[config.mk]
export PLATFORM = sky130hd
export DESIGN_NAME = id_ex_stage
export DESIGN_NICKNAME = d
export VERILOG_FILES = /design/src/rtl/id_ex_stage.sv
export SDC_FILE = /design/constraint.sdc
export NUM_CORES = 1
export LEC_CHECK = 0
export BUFFER_PORTS_ARGS = -buffer_cell sky130_fd_sc_hd__buf_4
export CAP_MARGIN = 20
export CORE_AREA = 2 2 125 127
export CTS_BUF_LIST = sky130_fd_sc_hd__clkbuf_8
export DETAILED_ROUTE_END_ITERATION = 6
export DIE_AREA = 0 0 127 129
export MAX_ROUTING_LAYER = met4
export PLACE_DENSITY = 0.65
export RECOVER_POWER = 100
export SLEW_MARGIN = 15
export SYNTH_ARGS = -nofsm -noshare
export SYNTH_HDL_FRONTEND = slang
export SYNTH_SLANG_ARGS = --single-unit
[constraint.sdc]
create_clock -name clk -period 3.45 [get_ports clk]
set_clock_uncertainty 0.1 [all_clocks]
set_input_delay 0.345 -clock clk [delete_from_list [all_inputs] [get_ports clk]]
set_output_delay 0.345 -clock clk [all_outputs]
set_load 0.05 [all_outputs]
[src/rtl/id_ex_stage.sv]
// ID/EX pipeline register with load-use hazard detection, branch flush and a
// saturating count of stall cycles.
module id_ex_stage #(
    parameter int DATA_WIDTH     = 32,
    parameter int PC_WIDTH       = 32,
    parameter int REG_ADDR_WIDTH = 5
) (
    input  logic                      clk,
    input  logic                      rst_n,
    input  logic                      idValid,
    input  logic                      flush,
    input  logic [1:0]                idWriteBack,
    input  logic [2:0]                idMemAccess,
    input  logic [3:0]                idCalc,
    input  logic [PC_WIDTH-1:0]       idPcPlus4,
    input  logic [DATA_WIDTH-1:0]     idReadData1,
    input  logic [DATA_WIDTH-1:0]     idReadData2,
    input  logic [DATA_WIDTH-1:0]     idImmediate,
    input  logic [REG_ADDR_WIDTH-1:0] idRs,
    input  logic [REG_ADDR_WIDTH-1:0] idRt,
    input  logic [REG_ADDR_WIDTH-1:0] idRd,
    output logic                      stall,
    output logic                      exValid,
    output logic [1:0]                exWriteBack,
    output logic [2:0]                exMemAccess,
    output logic [3:0]                exCalc,
    output logic [PC_WIDTH-1:0]       exPcPlus4,
    output logic [DATA_WIDTH-1:0]     exReadData1,
    output logic [DATA_WIDTH-1:0]     exReadData2,
    output logic [DATA_WIDTH-1:0]     exImmediate,
    output logic [REG_ADDR_WIDTH-1:0] exRs,
    output logic [REG_ADDR_WIDTH-1:0] exRt,
    output logic [REG_ADDR_WIDTH-1:0] exRd,
    output logic [15:0]               bubbleCount
);

    localparam logic [15:0] CNT_MAX = 16'hFFFF;

    function automatic logic [15:0] sat_inc(input logic [15:0] v);
        return (v == CNT_MAX) ? v : v + 16'd1;
    endfunction

    logic                      valid_q, valid_d;
    logic [1:0]                wb_q, wb_d;
    logic [2:0]                ma_q, ma_d;
    logic [3:0]                calc_q, calc_d;
    logic [PC_WIDTH-1:0]       pc_q, pc_d;
    logic [DATA_WIDTH-1:0]     rd1_q, rd1_d;
    logic [DATA_WIDTH-1:0]     rd2_q, rd2_d;
    logic [DATA_WIDTH-1:0]     imm_q, imm_d;
    logic [REG_ADDR_WIDTH-1:0] rs_q, rs_d;
    logic [REG_ADDR_WIDTH-1:0] rt_q, rt_d;
    logic [REG_ADDR_WIDTH-1:0] rd_q, rd_d;
    logic [15:0]               cnt_q, cnt_d;

    logic idUsesRt;
    logic load_en;

    // A load's rt is its destination, so only non-immediate ops and stores read rt.
    assign idUsesRt = ~idCalc[0] | idMemAccess[0];

    assign stall = idValid & ~flush & valid_q & ma_q[1] & (rt_q != '0)
                 & ((rt_q == idRs) | (idUsesRt & (rt_q == idRt)));

    assign load_en = idValid & ~flush & ~stall;

    // Bubbles are fully zeroed so undriven decoder bits never reach execute.
    always_comb begin
        valid_d = 1'b0;
        wb_d    = '0;
        ma_d    = '0;
        calc_d  = '0;
        pc_d    = '0;
        rd1_d   = '0;
        rd2_d   = '0;
        imm_d   = '0;
        rs_d    = '0;
        rt_d    = '0;
        rd_d    = '0;
        if (load_en) begin
            valid_d = 1'b1;
            wb_d    = idWriteBack;
            ma_d    = idMemAccess;
            calc_d  = idCalc;
            pc_d    = idPcPlus4;
            rd1_d   = idReadData1;
            rd2_d   = idReadData2;
            imm_d   = idImmediate;
            rs_d    = idRs;
            rt_d    = idRt;
            rd_d    = idRd;
        end
        cnt_d = stall ? sat_inc(cnt_q) : cnt_q;
    end

    always_ff @(posedge clk) begin
        if (!rst_n) begin
            valid_q <= 1'b0;
            wb_q    <= '0;
            ma_q    <= '0;
            calc_q  <= '0;
            pc_q    <= '0;
            rd1_q   <= '0;
            rd2_q   <= '0;
            imm_q   <= '0;
            rs_q    <= '0;
            rt_q    <= '0;
            rd_q    <= '0;
            cnt_q   <= '0;
        end else begin
            valid_q <= valid_d;
            wb_q    <= wb_d;
            ma_q    <= ma_d;
            calc_q  <= calc_d;
            pc_q    <= pc_d;
            rd1_q   <= rd1_d;
            rd2_q   <= rd2_d;
            imm_q   <= imm_d;
            rs_q    <= rs_d;
            rt_q    <= rt_d;
            rd_q    <= rd_d;
            cnt_q   <= cnt_d;
        end
    end

    assign exValid     = valid_q;
    assign exWriteBack = wb_q;
    assign exMemAccess = ma_q;
    assign exCalc      = calc_q;
    assign exPcPlus4   = pc_q;
    assign exReadData1 = rd1_q;
    assign exReadData2 = rd2_q;
    assign exImmediate = imm_q;
    assign exRs        = rs_q;
    assign exRt        = rt_q;
    assign exRd        = rd_q;
    assign bubbleCount = cnt_q;

endmodule

==> key figures <==
Clock network
  – Largest buffer count on any clock path: 2
  – CTS sink cnt: 169
  – CTS tree: built
  – Clock Latency Late Sink: between 0.4 and 0.5 ns
  – CTS Buf Count: 17
  – CTS Root Cell: clkbuf_8
  – Cts repair resizes: 0
  – Htree depth: 4
  – Setup bufs post-CTS: 0
  – Reg clk slew, reported paths: 0.09 ns

Global route
  – Vias in the first global route: 5178
  – Largest net degree at the start of global routing: 76
  – Total global-route track usage: approximately 22%
  – GRT overflow: 0
  – First-pass GRT wire length: 27100 microns
  – Initial antenna violation count: 0

Synthesis
  – Synth Cell Area: a little over 5000 sq um
  – Leading post-synthesis cells by cell area: dfxtp_1 (65%), and2_1 (18%), buf_6 (1.7%)
  – Sequential-to-total area share from yosys stat: 65.3%
  – Synthesis Warnings: 0
  – Syn Inst Count: 446
  – Syn Area/Cell: roughly 12 sq um
  – Top FF cell, synth: dfxtp_1
  – Post-synth EDFFs: 0
  – FF+latch count, synth: 169
  – Post-Syn Nets: 603
  – Largest area contributor in the netlist: dfxtp_1
  – Top cell type's share of synthesized area: 65.3%
  – Synth cell types: 33
  – FFs w/ async S/R, synth: 0%

Floorplan
  – Initial cell density of the core: about a third
  – Die height: between 100 and 150 microns
  – # IOs: about 330
  – Cell Rows: 45
  – Total die area: 16400 sq um
  – CORE AREA: 15000 sq um
  – Die width: 127 microns

Cells and area
  – Layout area overhead: 73.0%
  – Core Util, Final: 59.9%
  – Fillers: 1287
  – ANT cells: 0
  – Final nets: 1080
  – Share of layout cells above drive strength 1: 20.4%

Worst hold path
  – Hold Path Stages: 3
  – Worst min-delay path category: in -> reg

Outcome
  – Status: completed

Power
  – Leakage: 0.00373 uW
  – Switching power: 1070 uW
  – Clock power frac: 33.7%
  – Flop pwr share: between 50 and 60%
  – VDD IR max: 0.239 mV
  – Switching part of the total: 27.5%
  – Pwr dens: 433 nW/um^2
  – Comb pwr share: 14.5%
  – P_int: 2820 uW

Place
  – Gpl congestion: 0.892
  – Port Buffers: roughly 330
  – Hpwl dp: 11600 microns

Drt
  – Final ANT Viol Nets: 0
  – Mean number of vias per cell: 4.42
  – Drt total wl: ~18000 microns
  – DR DRC count: 0
  – Total number of vias: roughly 5000
  – DRT Pass-1 Iters: 6
  – Routed wire per std cell: 16.1 microns
  – DR iter-0 viols: 240

STA
  – Fin. Hold Viols: 0
  – Setup TNS: 0 ns
  – RSZ-0062 raised after global routing: no
  – Highest Clock Rate: 0.334 GHz
  – Rel. slew slack: a little under half
  – Worst Tran Pin Value: 0.783 ns
  – Crit share post-route: between 80% and 90%
  – Slew Limit Fails: 0
  – Final min period: between 2 and 3 ns
  – # setup viols final: 0

Worst setup path
  – R2r setup slk: 0.67 ns
  – Critical path peak fanout: 29
  – Worst setup SP type: input port
  – Required time worst endpoint: 3.00 ns
  – Worst Reg-to-Reg Cells: 7
  – Critical Path AT: roughly 2.6 ns
  – CP Capture Type: primary output
  – Crit Path Category: in -> out

Job
  – Max-Cap Viols: 0
-- flip-flops by register name, summed over array words and instances (netlist names) --
name and count:
exMemAccess 3, bubbleCount 16, exValid 1, exRd 5, exImmediate 32, exRs 5, exWriteBack 2, exReadData2 32
exRt 5, exPcPlus4 32, exCalc 4, exReadData1 32
-- timing repair --
action | 4_1_cts | 5_1_grt
endpoints found under the hold margin | 152 | 0
hold buffers | 152 | 0
setup endpoints to repair | 0 | 0
-- power groups by stage --
stage	Sequential, uW	Clock (uW)	Combinational, uW
final	2010	1310	562
after global routing	2020	1430	592
after CTS	2010	1350	599
after detailed placement	2060	0	455
after global placement	2060	0	451
after floorplan	2230	0	66.4
-- worst max-delay path, stage by stage --
cell,delay (ns)
dlygate4sd3_1,0.55
buf_4,0.15
xor2_1,0.14
nor4_1,0.28
a22oi_1,0.13
buf_4,0.23
nor3_1,0.24
clkbuf_1,0.49
-- cells in the final DEF, fill, tap and decap left out, types with 4 or more instances in the layout --
master           n
clkbuf_1       171
dfxtp_1        169
buf_4          155
dlygate4sd3_1  152
and2_1         101
and2_0          51
clkbuf_8        19
a21oi_1         12
xor2_1          10
nand4_1          8
nand2_1          8
nor4_1           6
nand2b_1         6
o41ai_1          5
or4b_1           5
mux2i_1          5
inv_1            4
or4_1            4
nand3_1          4
clkinvlp_4       4
inv_6            4
-- worst paths after layout --
| path | start | end |
|---|---|---|
| max | idRt[2] | stall |
| min | rst_n | bubbleCount[6]$_SDFFE_PN0P_ |
| max reg2reg | exRt[1]$_SDFF_PN0_ | exReadData1[29]$_SDFF_PN0_ |
| min reg2reg | bubbleCount[15]$_SDFFE_PN0P_ | bubbleCount[15]$_SDFFE_PN0P_ |
-- area by class of cell --
type / instances / area (sq um) / area share [%]
flip-flops and latches: 169 / 3380 / 37.7
repair buffers: 481 / 3340 / 37.3
multi-input cells: 250 / 1630 / 18.1
clock buffers: 19 / 262 / 2.92
well taps: 188 / 235 / 2.62
clock inverters: 12 / 105 / 1.17
inverters: 4 / 15.0 / 0.167
-- layer usage --
metal | vias up | wire [microns] | GRT usage (%)
met5 | - | 0 | -
met4 | 0 | 446 | 9.11
met3 | 41 | 1060 | 4.91
met2 | 240 | 9630 | 38.2
met1 | 2281 | 6950 | 24.8
li1 | 2401 | - | -
-- through the flow --
stage / instances / instance area [sq um] / worst slack [ns] / total power, uW / hold slack (ns)
detailed placement: 940 / 7730 / 0.818 / 2510 / 0.406
global placement: 940 / 7730 / 0.861 / 2510 / 0.381
global route: 1123 / 8970 / 0.330 / 4040 / 0.117
floorplan: 446 / 5180 / 0.375 / 2290 / 0.367
CTS: 1123 / 9620 / 0.701 / 3960 / 0.0965
finish: 1123 / 8970 / 0.454 / 3890 / 0.140
-- cells by family (layout without fill, tap and decap cells) --
kind of cell / Yosys count / count (layout) / share of synthesized area, %
AND/OR/NAND/NOR: 208 / 208 / 25.0
adder cells (fa/ha/maj): 1 / 1 / 0.241
buffers and inverters: 27 / 516 / 3.35
multiplexers: 5 / 5 / 0.965
flip-flops: 169 / 169 / 65.3
AO/OA/AOI/OAI: 26 / 26 / 3.47
XOR/XNOR: 10 / 10 / 1.69
-- synthesized netlist by cell type (2+ instances only) --
cell	count
a21oi_1	12
and2_1	152
and3_1	2
buf_2	4
buf_4	2
buf_6	8
clkbuf_1	9
dfxtp_1	169
inv_1	4
mux2i_1	5
nand2_1	8
nand2b_1	6
nand3_1	4
nand4_1	8
nor2_1	3
nor3_1	3
nor4_1	6
o21ai_0	3
o31ai_1	3
o41ai_1	5
or3_1	2
or4_1	4
or4b_1	5
xor2_1	10
Note: power is estimated with default switching activity, not from simulation.
